## config.mk

```make
export PLATFORM = sky130hd
export DESIGN_NAME = ins_mem
export DESIGN_NICKNAME = d
export VERILOG_FILES = /design/src/rtl/ins_mem.sv
export SDC_FILE = /design/constraint.sdc
export NUM_CORES = 2
export LEC_CHECK = 0
export BUFFER_PORTS_ARGS = -buffer_cell sky130_fd_sc_hd__buf_2
export CAP_MARGIN = 30
export CORE_AREA = 2 2 424 426
export CTS_CLUSTER_SIZE = 8
export DETAILED_ROUTE_END_ITERATION = 8
export DIE_AREA = 0 0 426 428
export PLACE_DENSITY = 0.43
export SETUP_SLACK_MARGIN = 0.4
export SYNTH_ARGS = -nofsm -noshare
export SYNTH_HDL_FRONTEND = slang
export SYNTH_SLANG_ARGS = --single-unit
```

## constraint.sdc

```tcl
create_clock -name clk -period 114.4 [get_ports clk]
set_input_delay 34.32 -clock clk [delete_from_list [all_inputs] [get_ports clk]]
set_output_delay 34.32 -clock clk [all_outputs]
set_load 0.005 [all_outputs]
```

## src/rtl/ins_mem.sv

```systemverilog
// ins_mem: 32-word x 32-bit instruction memory, bulk-loaded from a parallel image bus.
//
// On a rising clk edge with e=1 and l=1, every word mem[i] is loaded from r[i] and the
// same edge fetches word address[4:0]. The fetched word comes from the newly loaded
// data, never from the old contents. Otherwise all state holds. rst is asynchronous and
// active-high, and clears the memory and the output.
//
// Ports:
//   clk      in   system clock, rising edge active
//   rst      in   asynchronous active-high reset
//   e        in   block enable; when low, all state holds
//   l        in   load/fetch strobe (qualified by e)
//   address  in   [31:0] fetch word address; only [4:0] selects the word
//   r        in   [31:0][31:0] parallel memory image, r[i] is word i
//   q        out  [31:0] fetched instruction word
//   addr_err out  out-of-range fetch flag
//
// Build option:
//   INSMEM_ADDR_CHECK_EN  When defined, a fetch with address[31:5] != 0 still loads the
//                         memory, but returns q=0 and sets addr_err. An in-range fetch
//                         clears addr_err. When undefined, the address wraps modulo 32
//                         and addr_err is tied to 0.

module ins_mem (
  input  logic              clk,
  input  logic              rst,
  input  logic              e,
  input  logic              l,
  input  logic [31:0]       address,
  input  logic [31:0][31:0] r,
  output logic [31:0]       q,
  output logic              addr_err
);

  logic [31:0][31:0] mem_q;
  logic [4:0]        idx_q;
  logic              fetch;

  assign fetch = e & l;

  // The memory and the fetch index are both registered, and a fetch loads both of them
  // on the same edge. Reading mem_q[idx_q] therefore returns the newly loaded word
  // (write-first). q depends only on flops, so it has no combinational path from r or
  // address, and it is stable for the whole clock period.
  always_ff @(posedge clk or posedge rst) begin
    if (rst) begin
      mem_q <= '0;
      idx_q <= '0;
    end else if (fetch) begin
      mem_q <= r;
      idx_q <= address[4:0];
    end
  end

`ifdef INSMEM_ADDR_CHECK_EN
  logic err_q;
  logic out_of_range;

  assign out_of_range = |address[31:5];

  always_ff @(posedge clk or posedge rst) begin
    if (rst) begin
      err_q <= 1'b0;
    end else if (fetch) begin
      err_q <= out_of_range;
    end
  end

  // An out-of-range fetch forces the returned word to zero. The memory itself is still
  // loaded on that fetch.
  assign q        = err_q ? 32'h0 : mem_q[idx_q];
  assign addr_err = err_q;
`else
  // The upper address bits are deliberately ignored, so the address wraps modulo 32.
  logic unused_addr_hi;
  assign unused_addr_hi = ^address[31:5];

  assign q        = mem_q[idx_q];
  assign addr_err = 1'b0;
`endif

endmodule

```

After elaboration in Yosys (flattened, before gate mapping)
Index checks and enable logic that the tools add are counted.
Operators by class
  bitwise logic cells: 1
  muxes and demuxes: 2
  $lt $le $gt $ge: 1
Operators with widths (count)
  $bmux W32 S5: 1
  $mux W32: 1
  $lt A5 B6 Y1 const B: 1
  $and A1 B1 Y1: 1
Storage, ports and cells
  output and inout port bits: 33
  word-level logic and storage cells: 37
  bits in registers: 1029

Longest topological paths before layout
  word-level depth: 2
  depth in mapped cells: 8

Worst setup path before layout
No wires, ideal clock.
  path kind: register to output
  start point: register idx_q[0]
  end point: output port q[11]
  path buffers: 3
  setup slack: 78.681 ns
  data required time: 80.080 ns
  cell stages (with the launch flop): 8
  arrival: 1.399 ns
  path through: dfrtp_1 -> nor2_1 -> buf_4 -> buf_2 -> clkbuf_1 -> nand2_1 -> a31oi_1 -> nand3_1
On the way
  word-level cells in the longest chain between the ends: 2
RTL lines
  start: declaration: line 36  | logic [4:0] idx_q;
  start signal: assignment: line 51  | idx_q <= address[4:0];
  $bmux W32 S5: line 78  | assign q = mem_q[idx_q];
  $mux W32 (implied by the code): line 78
  end: declaration: line 31  | output logic [31:0] q,
No other way between the ends. The select of a mux whose other input is x is not followed.

Worst setup path after layout
  start point: register idx_q[1]
  end point: output port q[29]
Same word-level chain as after synthesis.

==> summary.txt <==
STA
  • # setup viols final: 0
  • Rel. slew slack: 0.262
  • Crit path time final: 40.08 ns
  • Worst-Margin Slew: 1.10 ns
  • Slew Viols, Final: 0
  • Clock skew: 0 ns
  • Crit share post-route: 0.350
  • Setup TNS: 0 ns
  • Maximum clock rate: 25.0 MHz
  • Hold slack: 0.498 ns
  • RSZ-0062 raised after global routing: false
  • Final hold violation count: 0

Pwr
  • Max IR drop VDD: 0.0000122 V
  • PD cells: 18.2 nW/um^2
  • Total power: 1.07 mW
  • Leak: 26.9 nW

Cells and area
  • Area grow syn2layout: 25.8%
  • Fillers: 18200
  • Layout cells sized above 1: 0.531
  • Fin area: 58900 um^2
  • Final #Nets: 5429

GRT
  • Total track usage: 0.205
  • Met1 Use GR: 0.237
  • M2 GR Usage: 0.356
  • Number of global-route vias before repair: 33400
  • Global-route wire length before repair: 264000 um
  • Initial antenna violation count: 267
  • Total grt overflow: 0
  • Largest net degree at the start of global routing: 167
  • Met3 Resource Use GR: 0.0648
  • Busiest grt layer: met2

Yosys
  • Simple-gate portion of the synthesized area: 0.0224
  • Post-synthesis compound-gate area fraction: 0.0419
  • Distinct cell type count after synthesis: 23
  • Yosys warning count: 0
  • Largest family of logic cells by synthesized area: multiplexers
  • Post-Synth XOR/XNOR Area: 0
  • Syn_nets: 4394
  • #FFs+latches synth: 1029
  • Post-Synthesis Cells: 3334
  • Register area share after synthesis: 0.550
  • Top post-synthesis cells by count: 1029 x dfrtp_1, 1029 x mux2_2, 512 x mux2i_1
  • Post-Syn Area: 46800 um^2
  • Area contributors post-synth: dfrtp_1 55%, mux2_2 25%, mux2i_1 11%
  • Adder-cell share of the synthesized area: 0
  • EDFF count, synth: 0
  • Cell taking the most area after synthesis: dfrtp_1
  • Mux cell area share after synthesis: 0.357
  • Synth top area share: 0.550
  • Ys async rst share: 1.00
  • Avg Inst Size Synth: 14.0 um^2
  • Synth Flop Type: dfrtp_1

Routing
  • Residual DRC: 0
  • Iteration-0 DRC Markers: 1878
  • Via Count: 32800
  • Antenna Nets Post-Route: 0
  • DRT Pass-1 Iters: 5
  • WL/cell: 28.0 um
  • Final WL: 191000 um
  • Vias/cell: 4.81

Critical path
  • Worst endpoint data arrival time: 5.76 ns
  • Worst Path Required: 80.08 ns
  • Startpoint types: flip-flop
  • Crit path largest cell delay: 0.88 ns
  • CP Cell Sequence: buf_12 -> buf_4 -> buf_4 -> mux2i_1 -> a22o_1 -> nor3_1 -> buf_4 -> a31oi_1 -> nand3_1 -> buf_2
  • Setup CP Type: flip-flop to output port
  • Crit-path most repeated cell: buf_4
  • Crit path max fanout: 71
  • Crit-path slowest cell: dfrtp_4
  • Critical path capture point type: output port

Run
  • Max Cap Viol: 0

Placed design
  • Post-Place Cell Area: 54500 um^2
  • Hpwl dp: 142000 um
  • PortBufs: 1064
  • Routability cong.: 0.808

Floorplanning
  • Starting Density: 0.263
  • Core area: 178000 um^2
  • # IOs: 1093
  • Number of core rows: 155
  • Die X: 426 um
  • Die H: 428 um
  • Die Area: 182000 um^2

Clock tree
  • H-tree levels: 4
  • Number of clock sinks: 1029
  • Hold-fix buffer count after cts: 0
  • Post-CTS setup buffer count: 0
  • CTS tree: built
  • Post-CTS sizing: 0
  • Clk slew on worst S/H paths: 0.05 ns
  • Deepest clock path buffer count: 3
  • Clock Latency Late Sink: 0.79 ns
  • CTS buffer count: 148
  • Clock root cell: clkbuf_16

Status
  • Status: finished, final reports clean

Hold path
  • Min-delay worst type: flip-flop to flip-flop
[final timing paths]
path	start	endpoint	slack (ns)	cells after the start
worst min register to register	mem_q[521]$_DFFE_PP0P_	mem_q[521]$_DFFE_PP0P_	0.50	1
max in group asynchronous	rst	mem_q[435]$_DFFE_PP0P_	77.07	9
min in group asynchronous	rst	mem_q[230]$_DFFE_PP0P_	33.60	2
worst max register to register	idx_q[1]$_DFFE_PP0P_	idx_q[1]$_DFFE_PP0P_	113.16	1
worst min-delay path	mem_q[521]$_DFFE_PP0P_	mem_q[521]$_DFFE_PP0P_	0.50	1
worst max-delay path	idx_q[1]$_DFFE_PP0P_	q[29]	74.32	10
[kinds of logic after synthesis]
logic type,count (synthesis)
compound gates,288
buf+inv,242
mux,1541
simple gates,233
other cells,1
flops,1029
[state kept, by name, summed over array words and instances, names as in the netlist]
name and flops:
mem_q 1024, idx_q 5
[cell type report]
type                       instances  area [um^2]  share of cell area
sequential                      1029        25800               0.438
multi-input combinational       2063        19800               0.336
timing repair buffer            1126         6140               0.104
clock buffer                     165         3930              0.0667
tap                             2355         2950              0.0501
antenna                           77          193             0.00327
clock inverter                     9          134             0.00227
inverter                           1         11.3            0.000191
[cell usage in the layout, fill, tap and decap left out, drive strengths merged]
master / netlist / routed
buf: 192 / 1126
mux2: 1029 / 1029
dfrtp: 1029 / 1029
mux2i: 512 / 512
clkbuf: 49 / 165
nand2: 98 / 98
a22oi: 96 / 96
a21oi: 96 / 96
nand3: 96 / 96
diode: 0 / 77
a22o: 64 / 64
nor3: 32 / 32
a31oi: 32 / 32
clkinv: 0 / 7
inv: 1 / 3
nor2b: 2 / 2
nand2b: 2 / 2
nor2: 1 / 1
and2: 1 / 1
or2: 1 / 1
conb: 1 / 1
[through the flow]
step | utilization | worst slack [ns] | cells
3_3_place_gp | 0.306 | 74.90 | 6561
5_1_grt | 0.331 | 73.89 | 6781
2_1_floorplan | - | 51.12 | 3334
4_1_cts | 0.330 | 74.01 | 6744
3_5_place_dp | 0.307 | 74.91 | 6570
6_report | 0.331 | 74.32 | 6825
[critical path: cells and delay by family, from the launching register on]
family | cells | cell delay (ns)
mux | 1 | 0.24
simple gates | 2 | 0.72
buf+inv | 5 | 2.56
compound gates | 2 | 0.43
flops | 1 | 0.88
[where the power goes]
part           internal, mW  total [mW]  switching (mW)
registers             0.419       0.447          0.0288
clock network         0.239       0.405           0.166
logic                 0.103       0.217           0.114
total                 0.761        1.07           0.309
[metal layers]
layer / vias to the layer above / wire (um)
met1: 16600 / 74000
met3: 592 / 14200
met4: 130 / 6730
met2: 1124 / 95700
met5: - / 777
li1: 14300 / -
Power figures use the tool's default switching activity.
